$ cat config.mk
export PLATFORM = sky130hd
export DESIGN_NAME = seq_pattern_tx
export DESIGN_NICKNAME = d
export VERILOG_FILES = /design/src/rtl/seq_pattern_tx.sv
export SDC_FILE = /design/constraint.sdc
export NUM_CORES = 1
export LEC_CHECK = 0
export BUFFER_PORTS_ARGS = -buffer_cell sky130_fd_sc_hd__buf_2
export CAP_MARGIN = 0
export CORE_UTILIZATION = 44
export CTS_CLUSTER_SIZE = 40
export DETAILED_ROUTE_END_ITERATION = 10
export GPL_TIMING_DRIVEN = 0
export PLACE_DENSITY = 0.67
export SLEW_MARGIN = 20
export SYNTH_ARGS = -nofsm -noshare
export SYNTH_HDL_FRONTEND = slang
export SYNTH_SLANG_ARGS = --single-unit
$ cat constraint.sdc
create_clock -name clk -period 1.5 [get_ports clk]
set_input_delay 0.225 -clock clk [delete_from_list [all_inputs] [get_ports clk]]
set_output_delay 0.225 -clock clk [all_outputs]
set_load 0.02 [all_outputs]
$ cat src/rtl/seq_pattern_tx.sv
// seq_pattern_tx
// Serialises a 4-bit pattern MSB first and repeats it rep+1 times. GAP_LEN
// idle bit-times separate consecutive repetitions. One FIN cycle with a done
// pulse closes the transmission.
//
// Parameters
//   GAP_LEN     : idle bit-times between repetitions (0..15)
// Ports
//   clk         : clock; all state changes on the rising edge
//   rst         : synchronous active-high reset
//   pat[3:0]    : pattern to send, captured on accept
//   rep[3:0]    : repetitions minus one, captured on accept
//   start_valid : transmission request
//   abort       : cancels the transmission in progress
//   start_ready : high in IDLE, when a request can be accepted
//   x           : serial data bit
//   x_valid     : x carries a pattern bit this cycle
//   busy        : high whenever not IDLE
//   done        : one-cycle pulse in the FIN cycle
module seq_pattern_tx #(
  parameter int GAP_LEN = 2
) (
  input  logic       clk,
  input  logic       rst,
  input  logic [3:0] pat,
  input  logic [3:0] rep,
  input  logic       start_valid,
  input  logic       abort,
  output logic       start_ready,
  output logic       x,
  output logic       x_valid,
  output logic       busy,
  output logic       done
);

  localparam logic [1:0] IDLE = 2'd0;
  localparam logic [1:0] SEND = 2'd1;
  localparam logic [1:0] GAP  = 2'd2;
  localparam logic [1:0] FIN  = 2'd3;

  localparam logic       HAS_GAP  = (GAP_LEN != 0);
  // Gap counter is loaded with GAP_LEN-1 and leaves GAP after reaching 0.
  localparam logic [3:0] GAP_LAST = (GAP_LEN == 0) ? 4'd0 : 4'(GAP_LEN - 1);

  logic [1:0] state_reg, state_next;
  logic [1:0] idx_reg, idx_next;
  logic [3:0] rep_cnt_reg, rep_cnt_next;
  logic [3:0] pat_reg, pat_next;
  logic [3:0] gap_cnt_reg, gap_cnt_next;
  logic       x_reg, x_next;
  logic       x_valid_reg, x_valid_next;
  logic       done_reg, done_next;
  logic       busy_reg, busy_next;

  always_comb begin
    state_next   = state_reg;
    idx_next     = idx_reg;
    rep_cnt_next = rep_cnt_reg;
    pat_next     = pat_reg;
    gap_cnt_next = gap_cnt_reg;

    case (state_reg)
      IDLE: begin
        if (start_valid) begin
          state_next   = SEND;
          idx_next     = 2'd3;
          pat_next     = pat;
          rep_cnt_next = rep;
        end
      end
      SEND: begin
        if (idx_reg != 2'd0) begin
          idx_next = idx_reg - 2'd1;
        end else if (rep_cnt_reg == 4'd0) begin
          state_next = FIN;
        end else begin
          rep_cnt_next = rep_cnt_reg - 4'd1;
          idx_next     = 2'd3;
          // Without a gap the next repetition follows with no bubble.
          if (HAS_GAP) begin
            state_next   = GAP;
            gap_cnt_next = GAP_LAST;
          end
        end
      end
      GAP: begin
        if (gap_cnt_reg == 4'd0) begin
          state_next = SEND;
        end else begin
          gap_cnt_next = gap_cnt_reg - 4'd1;
        end
      end
      default: begin
        state_next = IDLE;
      end
    endcase

    // Abort only matters outside IDLE; in IDLE a simultaneous request wins.
    if (abort && (state_reg != IDLE)) begin
      state_next = IDLE;
    end

    // Outputs are registered versions of what the next state implies, so they
    // line up with the state they describe.
    x_valid_next = (state_next == SEND);
    x_next       = (state_next == SEND) & pat_next[idx_next];
    done_next    = (state_next == FIN);
    busy_next    = (state_next != IDLE);
  end

  always_ff @(posedge clk) begin
    if (rst) begin
      state_reg   <= IDLE;
      idx_reg     <= 2'd0;
      rep_cnt_reg <= 4'd0;
      pat_reg     <= 4'd0;
      gap_cnt_reg <= 4'd0;
      x_reg       <= 1'b0;
      x_valid_reg <= 1'b0;
      done_reg    <= 1'b0;
      busy_reg    <= 1'b0;
    end else begin
      state_reg   <= state_next;
      idx_reg     <= idx_next;
      rep_cnt_reg <= rep_cnt_next;
      pat_reg     <= pat_next;
      gap_cnt_reg <= gap_cnt_next;
      x_reg       <= x_next;
      x_valid_reg <= x_valid_next;
      done_reg    <= done_next;
      busy_reg    <= busy_next;
    end
  end

  assign start_ready = (state_reg == IDLE);
  assign x           = x_reg;
  assign x_valid     = x_valid_reg;
  assign done        = done_reg;
  assign busy        = busy_reg;

endmodule

==> results.yml <==
run_status:
  status: "complete, but fails checks"
  violations: "setup timing"
cells_and_area:
  fillCellCount: 169
  layout.cells.most_common: "buf_2"
  post-route-util: 0.7113
  area_growth_pct: 46.25
  nNetsFinal: 187
  fin_cells: 199
  final_cell_mix: "buf_2 (18), buf_4 (16), dfxtp_1 (16)"
  antenna_cells: 0
  drive_above_1_share: 0.5146
placement:
  io_buffers: 16
  post-dp-hpwl_um: 1847
  dpl.cell_count: 176
  gp_congestion: 0.8484
timing:
  setup_viol: 15
  min_period_ns: 1.747
  worst_pin_slew_ns: 0.6173
  finalHoldViolCount: 0
  max_freq_mhz: 572.3
  fin_skew_ns: 0.002377
  layout_worst_path_cycle_share: 1.165
  whs_ns: 0.1485
  rsz0062_at_grt: "true"
  final_max_slew_viol_count: 0
  setup_ws_ns: -0.2473
  max-slew-margin-rel: 0.5884
  fin_setup_tns_ns: -2.118
synth:
  syn_nets: 147
  synth_edf_count: 0
  synthArstFlopShare: 0
  synthCells: 132
  synth.distinct_cells: 41
  synth-seq-cells: 20
  ys_seq_area_frac: 0.3583
  synth_flop_cell: "dfxtp_1"
  avgSynthCellArea_um2: 8.465
  syn_area_um2: 1117
  yosysWarnings: 0
hold_path:
  min_path_type: "input port to register"
  holdPathStages: 3
worst_setup_path:
  slowest_delay_ns: 0.41
  crit_slowest_cell: "or3b_4"
  critical_path_class: "register to register"
  cp_max_fo: 3
  required_ns: 1.72
  crit_chain: "inv_2, ha_4, or3b_4, o41ai_4, o221ai_2, a221oi_2"
  reg2regPathDepth: 6
  end_kind: "register"
  startpoint_type: "register"
  arrival_ns: 1.97
global_route:
  first_global_vias: 1078
  grt_pass1_wl_um: 4802
  gr-total-overflow: 0
  antenna_found_initial: 0
  grt_usage: 0.2424
  grt_max_degree: 12
cts:
  htree_levels: 1
  max-clock-path-buffers: 2
  cts_tree: "built"
  cts_sinks: 20
  clk_latency_ns: 0.30
  clk_pin_slew_ns: 0.12
  cts_buffers: 3
  cts_root_buf: "clkbuf_4"
drt:
  wl_per_cell_um: 15.62
  drt_iter0_drc: 28
  num_vias: 1111
  wl_um: 3108
  antenna_left: 0
  drcViolationCount: 0
  dr.pass1.iters: 4
  vias_per_cell: 5.583
power:
  power_density_nw_per_um2: 908.6
  vdd_drop_max_mv: 0.6053
  leakage_nw: 0.6549
  total_power_mw: 1.485
floorplanning:
  die_area_um2: 2745
  core_area_um2: 2297
  die_height_um: 52.39
  io_pins: 17
  start_util: 0.4864
  die_w_um: 52.39
  rows: 17
job:
  max-cap-violations: 0
-- where the power goes --
group          total (mW)  leakage (nW)  switching [mW]  internal, mW
Sequential          0.603         0.166          0.0317         0.572
Clock               0.326        0.0210           0.178         0.148
Combinational       0.556         0.468           0.274         0.281
-- kinds of logic (layout without fill, tap and decap cells) --
kind of cell             after synthesis  count (layout)  synth area share
AND/OR/NAND/NOR                       50              50            0.2587
AO/OA/AOI/OAI                         40              40            0.2520
flip-flops                            20              20            0.3583
buffers and inverters                 17              56           0.08174
adder cells (fa/ha/maj)                3               3           0.03360
XOR/XNOR                               2               2           0.01568
-- critical path, delay by kind of cell (launching register included) --
family	cells	cell delay [ns]
adder cells (fa/ha/maj)	1	0.13
AND/OR/NAND/NOR	1	0.41
AO/OA/AOI/OAI	3	0.71
buffers and inverters	1	0.07
flip-flops	1	0.35
-- stage by stage --
stage | instance area [µm²] | worst slack [ns]
floorplan | 1146 | -0.1274
global placement | 1261 | -0.2435
detailed placement | 1261 | -0.2594
CTS | 1506 | -0.1675
global route | 1634 | -0.3165
finish | 1634 | -0.2473
-- synthesized netlist by cell type (3+ instances only) --
master | number | share of area
dfxtp_1 | 20 | 0.36
nor3_1 | 5 | 0.022
a21oi_1 | 11 | 0.049
or3b_1 | 3 | 0.024
buf_2 | 4 | 0.018
ha_1 | 3 | 0.034
nand2_1 | 13 | 0.044
o21ai_0 | 4 | 0.018
nand3_1 | 4 | 0.018
o21ai_1 | 4 | 0.018
nor2b_1 | 3 | 0.017
nor2_1 | 11 | 0.037
inv_1 | 8 | 0.027
a211oi_1 | 3 | 0.020
-- path summary, 6_finish.rpt --
path | start | to | slack [ns]
worst min register to register | pat_reg[0] | pat_reg[0] | 0.48
worst min-delay path | pat[0] | pat_reg[0] | 0.15
worst max-delay path | gap_cnt_reg[0] | x | -0.25
worst max register to register | gap_cnt_reg[0] | x | -0.25
-- repair_timing --
item / in CTS / in global routing
hold endpoints to repair: 0 / 0
gates resized for setup: 24 / 26
endpoints found under the setup margin: 14 / 16
pin swaps: 11 / 11
setup buffers: 15 / 5
hold buffers: 0 / 0
-- layer usage --
metal  global-route usage  part of all wire  wire length (µm)  up-vias
met4               0.1140             0.016                51        0
met1               0.2834              0.43              1338      529
met2               0.4346              0.51              1590       26
li1                     -                 -                 -      550
met5                    0                 0                 0        -
met3              0.02609             0.042               129        6
-- layout make-up --
class / count / area (µm²) / share of cell area
plain buffers: 8 / 66.31 / 0.04058
clock buffers: 4 / 36.28 / 0.02221
inverters: 8 / 30.03 / 0.01838
multi-input cells: 95 / 803.3 / 0.4916
flip-flops and latches: 20 / 405.4 / 0.2481
well taps: 28 / 35.03 / 0.02144
repair buffers: 36 / 257.7 / 0.1577
(Power assumes the default switching activity.)
